[src/rtl/rx_hs_clk_monitor.sv]
// Monitors N_LANES HS clock lanes: settle, recover clock, flag clock misses.
// Optional per-lane edge counter enabled by defining RX_HS_CLK_EDGE_COUNT_EN.
module rx_hs_clk_monitor #(
  parameter int unsigned N_LANES = 2,
  parameter int unsigned TMR_W   = 8,
  parameter int unsigned TSETTLE = 4
) (
  input  logic                   clk,
  input  logic                   rst,
  input  logic [N_LANES-1:0]     hs_enable_i,
  input  logic [N_LANES-1:0]     clkdp_i,
  input  logic [N_LANES-1:0]     clkdn_i,
  input  logic [TMR_W-1:0]       tclk_miss_i,
  input  logic                   err_clr_i,
  output logic [N_LANES-1:0]     rx_hs_clk_o,
  output logic [N_LANES-1:0]     clk_active_o,
  output logic [N_LANES-1:0]     miss_err_o,
  output logic [16*N_LANES-1:0]  edge_cnt_o
);

  localparam logic [1:0] StStop   = 2'd0;
  localparam logic [1:0] StSettle = 2'd1;
  localparam logic [1:0] StActive = 2'd2;
  localparam logic [1:0] StEnd    = 2'd3;

  localparam int unsigned SetW = (TSETTLE > 1) ? $clog2(TSETTLE) : 1;

  for (genvar i = 0; i < N_LANES; i++) begin : g_lane
    logic [1:0]       state_q, state_d;
    logic [SetW-1:0]  settle_q, settle_d;
    logic [TMR_W-1:0] timer_q, timer_d;
    logic             clkdp_q;
    logic             edge_det;
    logic             timeout;
    logic             miss_q, miss_d;
    logic             active_q;

    assign edge_det = clkdp_i[i] ^ clkdp_q;

    always_comb begin
      state_d  = state_q;
      settle_d = '0;
      timer_d  = '0;
      timeout  = 1'b0;
      case (state_q)
        StStop: begin
          if (hs_enable_i[i]) state_d = StSettle;
        end
        StSettle: begin
          if (settle_q == SetW'(TSETTLE - 1)) state_d = StActive;
          else settle_d = settle_q + 1'b1;
        end
        StActive: begin
          if (!edge_det) timer_d = (&timer_q) ? timer_q : timer_q + 1'b1;
          // Compare the updated timer so the Nth edgeless cycle trips at threshold N.
          if ((tclk_miss_i != '0) && (timer_d >= tclk_miss_i)) begin
            timeout = 1'b1;
            state_d = StEnd;
          end
        end
        StEnd: begin
          if (clkdp_i[i] && clkdn_i[i]) state_d = StStop;
        end
        default: state_d = StStop;
      endcase
      // Disable overrides every transition, including a pending timeout.
      if (!hs_enable_i[i]) begin
        state_d = StStop;
        timeout = 1'b0;
      end
    end

    // Set wins over a same-cycle clear.
    assign miss_d = (miss_q & ~err_clr_i) | timeout;

    always_ff @(posedge clk or posedge rst) begin
      if (rst) begin
        state_q  <= StStop;
        settle_q <= '0;
        timer_q  <= '0;
        clkdp_q  <= 1'b0;
        miss_q   <= 1'b0;
        active_q <= 1'b0;
      end else begin
        state_q  <= state_d;
        settle_q <= settle_d;
        timer_q  <= timer_d;
        clkdp_q  <= clkdp_i[i];
        miss_q   <= miss_d;
        active_q <= (state_d == StActive);
      end
    end

    assign rx_hs_clk_o[i]  = (state_q == StActive) & clkdp_i[i];
    assign clk_active_o[i] = active_q;
    assign miss_err_o[i]   = miss_q;

`ifdef RX_HS_CLK_EDGE_COUNT_EN
    logic [15:0] cnt_q, cnt_d;

    always_comb begin
      cnt_d = cnt_q;
      if ((state_q != StSettle) && (state_d == StSettle)) begin
        cnt_d = '0;
      end else if ((state_q == StActive) && edge_det && (cnt_q != 16'hFFFF)) begin
        cnt_d = cnt_q + 16'd1;
      end
    end

    always_ff @(posedge clk or posedge rst) begin
      if (rst) cnt_q <= '0;
      else     cnt_q <= cnt_d;
    end

    assign edge_cnt_o[16*i +: 16] = cnt_q;
`else
    assign edge_cnt_o[16*i +: 16] = 16'h0000;
`endif
  end

endmodule

[config.mk]
export PLATFORM = sky130hd
export DESIGN_NAME = rx_hs_clk_monitor
export DESIGN_NICKNAME = d
export VERILOG_FILES = /design/src/rtl/rx_hs_clk_monitor.sv
export SDC_FILE = /design/constraint.sdc
export NUM_CORES = 1
export LEC_CHECK = 0
export CAP_MARGIN = 0
export CORE_UTILIZATION = 40
export CTS_CLUSTER_DIAMETER = 200
export CTS_CLUSTER_SIZE = 16
export DETAILED_ROUTE_END_ITERATION = 8
export PLACE_DENSITY = 0.73
export SLEW_MARGIN = 25
export SYNTH_ARGS = -nofsm -noshare
export SYNTH_HDL_FRONTEND = slang
export SYNTH_SLANG_ARGS = --single-unit
[constraint.sdc]
create_clock -name clk -period 2.8 [get_ports clk]
set_input_delay 0.28 -clock clk [delete_from_list [all_inputs] [get_ports clk]]
set_output_delay 0.28 -clock clk [all_outputs]
set_load 0.03 [all_outputs]
==> metrics <==
vias per std cell around 4.8; drt pass-1 iters 4; post-layout util a little under half; EDFF count, synth 0; die span in y about 76 um; CP required 2.97 ns; clk_skew 0.00785 ns; grt met3 use between 3 and 4%; ys async rst share 100%; CTS Buf Count 5; drt total wl just under 4 mm; Worst VDD drop 0.237 mV; share of cells above drive strength 1 just over 10%; P_leak 1.17 nW; Hold Fails Final Rpt 0; row cnt 26; Yosys cell types 38; Avg Inst Size Synth about 9.2 um2; critical path arrival roughly 2.8 ns; PortBufs 22; DRC 0; largest net degree at the start of global routing 31; Syn-to-layout area delta 13.3%; Clock Tree Root clkbuf_8; status finished, final reports clean; maximum achievable frequency slightly below 400 MHz; initial antenna violation count 0; Crit. End Element flop; most frequent cells in the layout conb_1, dfrtp_1, nor2_1; full die area 5720 um2; worst min-delay path category primary input to async pin; max_cap viols 0; Placer Congestion 0.865; Final Setup Violations 0; Synth Instances ~240; commonest non-fill, non-tap cell in the layout conb_1; number of slew-limit violations in the final report 0; die width approximately 76 um; CTS tree done; gr busiest metal met2; met2 usage 26.2%; CTS sink count 30; DP HPWL around 3.2 mm; H-tree levels 2; Starting Density approximately two fifths; crit path time final 2.60 ns; Netlist Area Pre-Place around 2200 um2; first-pass GRT wire length 6.91 mm; final worst-path cycle share 93.0%; Reg clk slew, reported paths ~0.070 ns; met1 GRT Util between 20% and 30%; DR iter-0 viols about 110; Crit Path Class flop to flop; power density over cell area approximately 400 nW/um2; sequential-to-total area share from yosys stat about a third; antenna-violating nets left 0; Clk Latency, worst-skew pair 0.28 ns; YS warnings 0; FF+latch count, synth 30; total number of vias 1625; # diodes 0; setup_tns 0 ns; nets@finish 304; total track usage between 15 and 20%; Core Area approximately 5200 um2; Congestion Overflow GR 0; Critical Path Start Type flop; vias in the first global route 1508; Hold-fix buffers, CTS 0; Avg WL per Cell approximately 12 um; Synth Flop Type dfrtp_1; maximum root-to-sink buffer count 2; io pins 55; RSZ-0062 raised after global routing no; critical path peak fanout 4
[per-stage QoR]
stage / total power, mW / instances / worst slack [ns] / hold slack, ns / area (um2)
after floorplan: 0.639 / 268 / 0.356 / 0.311 / 2290
after global placement: 0.658 / 328 / 0.0958 / 0.422 / 2350
after detailed placement: 0.665 / 328 / 0.155 / 0.435 / 2350
after CTS: 0.992 / 335 / 0.167 / 0.387 / 2430
after global routing: 1.04 / 337 / 0.00624 / 0.431 / 2460
final: 0.976 / 337 / 0.197 / 0.370 / 2460
[cell type report]
type	count	area, um2
Fill cell	485	2710
Tap cell	70	87.6
Inverter	10	37.5
Clock buffer	5	68.8
Timing Repair Buffer	28	265
Clock inverter	2	10.0
Sequential cell	30	751
Multi-Input combinational cell	192	1240
[what timing repair did]
action / in CTS / in global routing
resized for setup: 0 / 3
setup buffers: 0 / 2
endpoints found under the setup margin: 0 / 2
hold endpoints to repair: 0 / 0
[worst paths after layout]
kind | start | end | slack [ns] | cells after the start
max | g_lane[1].timer_q[0] | g_lane[1].active_q | 0.20 | 10
min | rst | g_lane[1].timer_q[5] | 0.37 | 3
max reg2reg | g_lane[1].timer_q[0] | g_lane[1].active_q | 0.20 | 10
min reg2reg | g_lane[0].settle_q[0] | g_lane[0].settle_q[0] | 0.44 | 1
max in group asynchronous | rst | g_lane[0].timer_q[5] | 2.15 | 3
min in group clk | g_lane[0].settle_q[0] | g_lane[0].settle_q[0] | 0.44 | 1
[per-layer routing]
layer / up-vias / wire length, um
met5: - / 0
met4: 0 / 70
met3: 8 / 127
met2: 38 / 1990
met1: 751 / 1760
li1: 828 / -
[flip-flops by register name (all words and copies together), names as in the netlist]
| signal | cells |
|---|---|
| g_lane.timer_q | 16 |
| g_lane.settle_q | 4 |
| g_lane.state_q | 4 |
| g_lane.active_q | 2 |
| g_lane.clkdp_q | 2 |
| g_lane.miss_q | 2 |
[cells by family after synthesis]
| family | count (synthesis) | synth area share (%) |
|---|---|---|
| AOI/OAI and AO/OA | 30 | 9.52 |
| xor gates and xnor gates | 7 | 2.83 |
| adders and majority gates | 20 | 11.5 |
| buffers and inverters | 46 | 14.2 |
| DFF | 30 | 34.6 |
| muxes | 5 | 2.31 |
| other | 1 | 0.173 |
| and+or+nand+nor | 98 | 24.9 |
[critical path, stage by stage, from the launching register on]
cell and delay, ns:
dfrtp_1 0.40, ha_1 0.24, and3_1 0.22, nand3_1 0.10, mux2i_1 0.26, nor2_1 0.08, ha_1 0.29, and3_1 0.16
o211ai_1 0.09, or4_4 0.50, and4_1 0.16
[report_power, final]
part	switching, mW	total (mW)	internal (mW)	leakage (nW)
clock network	0.154	0.320	0.166	0.0438
registers	0.0142	0.470	0.456	0.406
logic	0.120	0.185	0.0653	0.725
[Yosys cell counts (all sizes together), types with 2 or more instances]
| cell type | n | share of area, % |
|---|---|---|
| and2b | 2 | 0.75 |
| a2111oi | 2 | 0.81 |
| and4 | 3 | 1.2 |
| a31oi | 3 | 0.87 |
| nand2b | 7 | 2.0 |
| nand2 | 14 | 2.4 |
| o311ai | 2 | 0.81 |
| inv | 10 | 1.7 |
| nand4 | 4 | 1.2 |
| and3 | 7 | 2.0 |
| nand3 | 10 | 2.3 |
| ha | 20 | 12 |
| a22oi | 2 | 0.69 |
| o21ai | 7 | 1.6 |
| nor2b | 2 | 0.58 |
| a311o | 2 | 1.0 |
| or4 | 4 | 2.1 |
| and2 | 6 | 1.7 |
| a21oi | 5 | 1.2 |
| or2 | 2 | 0.58 |
| o211ai | 5 | 1.7 |
| nor2 | 29 | 5.4 |
| nor3b | 2 | 0.69 |
| xor2 | 4 | 1.6 |
| buf | 36 | 12 |
| mux2i | 5 | 2.3 |
| dfrtp | 30 | 35 |
| nor3 | 2 | 0.46 |
| xnor2 | 3 | 1.2 |
No activity file was read; power rests on OpenSTA's default activity.
==> RTL change 1, RTL diff (same settings) <==
`N_LANES`: 2 -> 1.
--- a/src/rtl/rx_hs_clk_monitor.sv
+++ b/src/rtl/rx_hs_clk_monitor.sv
@@ -2,5 +2,5 @@
 // Optional per-lane edge counter enabled by defining RX_HS_CLK_EDGE_COUNT_EN.
 module rx_hs_clk_monitor #(
-  parameter int unsigned N_LANES = 2,
+  parameter int unsigned N_LANES = 1,
   parameter int unsigned TMR_W   = 8,
   parameter int unsigned TSETTLE = 4
Ports: changed (7 resized); port bits go from 55 to 33. The function was not compared with the original's and may differ.
==> RTL change 1 against the unedited design <==
- clock power decreased by 61%
- sequential cell count shrank 15
- area after synthesis is 49% lower
- final cell count decreased by 47%
- highest routed layer unchanged
- utilization grew 3.8 points
- final area is 47% lower
- power is 52% lower
- non-clock buffer count decreased by 9
- largest power group unchanged
- wire length shrank 44%
- clock skew rose by 0.0013 ns
- worst setup slack worse by 0.025 ns
==> RTL change 1: results (changes against the unedited design) <==
{| class="wikitable"
! Metric !! Value
|-
| Average routed wire per standard cell || 12.5 um (+6.8%)
|-
| Share of the final layout cell area in sequential cells || 28.7% (-1.8 points)
|-
| Global-route wire length before repair || 3640 um (-47%)
|-
| Register-to-register path setup slack || 0.17 ns (-0.03 ns)
|-
| Buffers outside the clock class || 19 (-32%)
|-
| Outcome || completed
|-
| Signal inverters || 9 (-1)
|-
| Clk_buf instances || 4 (-1)
|-
| GR Layer Usage met3 || 1.67% (-2.3 points)
|-
| Most numerous cell types in the synthesized netlist || sky130_fd_sc_hd__buf_4 (16), sky130_fd_sc_hd__dfrtp_1 (15), sky130_fd_sc_hd__nor2_1 (15), sky130_fd_sc_hd__ha_1 (10), sky130_fd_sc_hd__inv_1 (9)
|-
| Worst vdd rail ir drop || 0.331 mV (+40%)
|-
| Total net switching power || 140 uW (-52%)
|-
| Met1 Track Usage GR || 18.2% (-3.1 points)
|-
| Longest individual stage delay on the worst path || 0.55 ns (+0.05 ns)
|-
| Clk Tree Root Cell || sky130_fd_sc_hd__clkbuf_4
|-
| Post-synth cell types || 34 (-11%)
|-
| Met2 wire length || 1260 um (-37%)
|-
| # resized after CTS || 1 (+1)
|-
| Static leakage || 0.638 nW (-46%)
|-
| Crit path launch || g_lane[0].timer_q[1]
|-
| Maximum fanout encountered on the critical timing path || 5 (+1)
|-
| Fill cells || 252 (-48%)
|-
| Cell area reported after detailed placement || 0.00125 sq mm (-47%)
|-
| Pin count of the biggest net entering global routing || 16 (-48%)
|-
| Leading post-synthesis cells by cell area || sky130_fd_sc_hd__dfrtp_1 (34%), sky130_fd_sc_hd__ha_1 (11%), sky130_fd_sc_hd__buf_4 (11%)
|}
==> RTL change 1: worst min-delay path by stage <==
stage / end / slack, ns / depth (start not counted)
finish: g_lane[0].timer_q[0] / 0.34 / 2
detailed placement: g_lane[0].settle_q[0] / 0.44 / 1
floorplan: clk_active_o / 0.18 / 1
global route: g_lane[0].timer_q[0] / 0.44 / 2
global placement: g_lane[0].settle_q[0] / 0.42 / 1
CTS: g_lane[0].timer_q[0] / 0.37 / 2
==> RTL change 1: stage by stage <==
step	instances	hold slack, ns
finish	177	0.341
global route	177	0.438
CTS	176	0.365
detailed placement	172	0.439
global placement	172	0.425
floorplan	140	0.181
==> RTL change 1: power by group through the flow <==
stage / logic (mW) / clock network, mW / registers [mW]
after floorplan: 0.0829 / 0 / 0.239
after global placement: 0.100 / 0 / 0.239
after detailed placement: 0.104 / 0 / 0.239
after CTS: 0.104 / 0.129 / 0.235
after global routing: 0.119 / 0.135 / 0.236
final: 0.106 / 0.125 / 0.235
==> RTL change 2, RTL diff (config.mk and constraints unchanged) <==
Made on the original files. Register the output `miss_err_o` once more, with the module's reset; this adds one clock of latency there. The other outputs are not delayed to match.
--- a/src/rtl/rx_hs_clk_monitor.sv
+++ b/src/rtl/rx_hs_clk_monitor.sv
@@ -25,4 +25,6 @@
 
   localparam int unsigned SetW = (TSETTLE > 1) ? $clog2(TSETTLE) : 1;
+
+  logic [N_LANES-1:0] miss_err_d;
 
   for (genvar i = 0; i < N_LANES; i++) begin : g_lane
@@ -94,5 +96,5 @@
     assign rx_hs_clk_o[i]  = (state_q == StActive) & clkdp_i[i];
     assign clk_active_o[i] = active_q;
-    assign miss_err_o[i]   = miss_q;
+    assign miss_err_d[i]   = miss_q;
 
 `ifdef RX_HS_CLK_EDGE_COUNT_EN
@@ -119,4 +121,12 @@
   end
 
+  always_ff @(posedge clk or posedge rst) begin
+    if (rst) begin
+      miss_err_o <= '0;
+    end else begin
+      miss_err_o <= miss_err_d;
+    end
+  end
+
 endmodule
 
Formal check against the unedited RTL: not equivalent (a bounded check fails within 10 cycles, from zero or initial values and one cycle with rst high).
==> RTL change 2 against the unedited design <==
- final area increased by 3.1%
- global-route usage fell by 1.7 points
- sequential cell count grew 2
- worst setup slack gained 0.016 ns
- area after synthesis is 1.6% higher
- largest cell class unchanged
- synthesized cell count stayed put
- power up 19%
- highest routed layer unchanged
- wire length shrank 3.2%
==> RTL change 2: results (changes against the unedited design) <==
{| class="wikitable"
! Metric !! Value
|-
| Outcome || completed
|-
| Seq. pwr || 499 uW (+6.2%)
|-
| Static leakage || 1.22 nW (+3.6%)
|-
| Instance count of the mapped netlist || 237 (unchanged)
|-
| Number of vias per cell after detailed routing || 4.73 (-2.0%)
|-
| Pin count of the biggest net entering global routing || 18 (-42%)
|-
| Maximum fanout encountered on the critical timing path || 4 (unchanged)
|-
| Number of nets in the finished design || 304 (unchanged)
|-
| Longest individual stage delay on the worst path || 0.50 ns (about the same)
|-
| Footprint of the flip-flops and latches || 801 sq um (+6.7%)
|-
| Clk Tree Root Cell || sky130_fd_sc_hd__clkbuf_8
|-
| Yosys Warn Count || 0 (unchanged)
|-
| Hold Worst Slack || 0.358 ns (-0.0118 ns)
|-
| Final routed wirelength across all metal layers || 3820 um (-3.2%)
|-
| Pre-CTS WS || 0.0783 ns (-0.0767 ns)
|-
| Part of the total power dissipated in sequential elements || 43.0% (-5.2 points)
|-
| Setup Skew || 0.00335 ns (-0.00450 ns)
|-
| Global-route wire length before repair || 6670 um (-3.5%)
|-
| Placed instance count || 330 (+0.61%)
|-
| Cell area reported after detailed placement || 0.00240 sq mm (+2.1%)
|-
| Final Wtd Congestion || 0.975 (+13%)
|-
| Slew at the pin closest to its max-slew limit || 0.596 ns
|-
| Htree depth || 2 (unchanged)
|-
| Total Neg Setup Slack || 0 ns (unchanged)
|-
| Top Family by Delay on Critical Path || simple AND/OR/NAND/NOR gates
|-
| Fill cells || 493 (+1.6%)
|-
| Worst vdd rail ir drop || 0.381 mV (+61%)
|-
| Global routing usage summed across all routing layers || 14.5% (-1.7 points)
|-
| Count of routing violations after the opening detailed-route iteration || 99 (-5.7%)
|-
| Share of the yosys chip area belonging to registers || 36.3% (+1.7 points)
|-
| Average routed wire per standard cell || 11.3 um (-3.5%)
|-
| Most numerous cell types in the synthesized netlist || sky130_fd_sc_hd__buf_4 (34), sky130_fd_sc_hd__dfrtp_1 (32), sky130_fd_sc_hd__nor2_1 (28), sky130_fd_sc_hd__ha_1 (20), sky130_fd_sc_hd__nand2_1 (14)
|-
| Fraction of layout instances using a drive strength above 1 || 8.96% (-1.2 points)
|-
| Register-to-register path setup slack || 0.21 ns (+0.02 ns)
|-
| Arrival time reported for the critical path endpoint || 2.76 ns (about the same)
|-
| Vias in the first global route || 1536 (+1.9%)
|-
| Final HPWL DP || 3210 um (+0.88%)
|-
| Leading post-synthesis cells by cell area || sky130_fd_sc_hd__dfrtp_1 (36%), sky130_fd_sc_hd__buf_4 (12%), sky130_fd_sc_hd__ha_1 (11%)
|-
| Internal portion of total power || 863 uW (+26%)
|-
| Gate power share || 15.9% (-3.1 points)
|}
==> RTL change 2: cell types whose count changed after synthesis <==
cell,change
sky130_fd_sc_hd__buf_4,-2
sky130_fd_sc_hd__dfrtp_1,+2
==> RTL change 2: logic make-up after synthesis <==
group,after synthesis,synth area share [%]
and+or+nand+nor,98,24.5
DFF,32,36.3
muxes,5,2.27
AOI/OAI and AO/OA,30,9.36
xor gates and xnor gates,7,2.78
adders and majority gates,20,11.4
buffers and inverters,44,13.3
other,1,0.170
==> RTL change 2: routing by layer <==
metal / vias up / GRT usage [%] / wire length [um] / part of all wire (%)
li1: 830 / - / - / -
met2: 31 / 24.6 / 1860 / 49
met3: 10 / 3.23 / 129 / 3.4
met4: 0 / 7.12 / 103 / 2.7
met5: - / 0 / 0 / 0
met1: 727 / 17.1 / 1720 / 45
==> RTL change 2: worst max-delay path by stage <==
stage | start | to | slack, ns | depth (start not counted)
6_report | g_lane[1].timer_q[0] | g_lane[1].active_q | 0.21 | 10
4_1_cts | g_lane[0].timer_q[0] | g_lane[0].active_q | 0.11 | 10
5_1_grt | g_lane[0].timer_q[0] | g_lane[0].active_q | 0.008 | 10
2_1_floorplan | g_lane[1].timer_q[0] | g_lane[1].active_q | 0.36 | 10
3_5_place_dp | clkdp_i[0] | g_lane[0].active_q | 0.08 | 9
3_3_place_gp | clkdp_i[0] | g_lane[0].active_q | 0.03 | 9
==> RTL change 2: cell type report <==
type | count | share of cell area (%)
tap | 70 | 3.46
timing repair buffer | 26 | 9.88
multi-input combinational | 192 | 48.6
sequential | 32 | 31.6
clock inverter | 1 | 1.19
clock buffer | 7 | 3.80
inverter | 10 | 1.48
==> RTL change 2: what timing repair did <==
item / in CTS / in global routing
resized for setup: 0 / 2
setup buffers: 0 / 0
endpoints found under the setup margin: 0 / 4
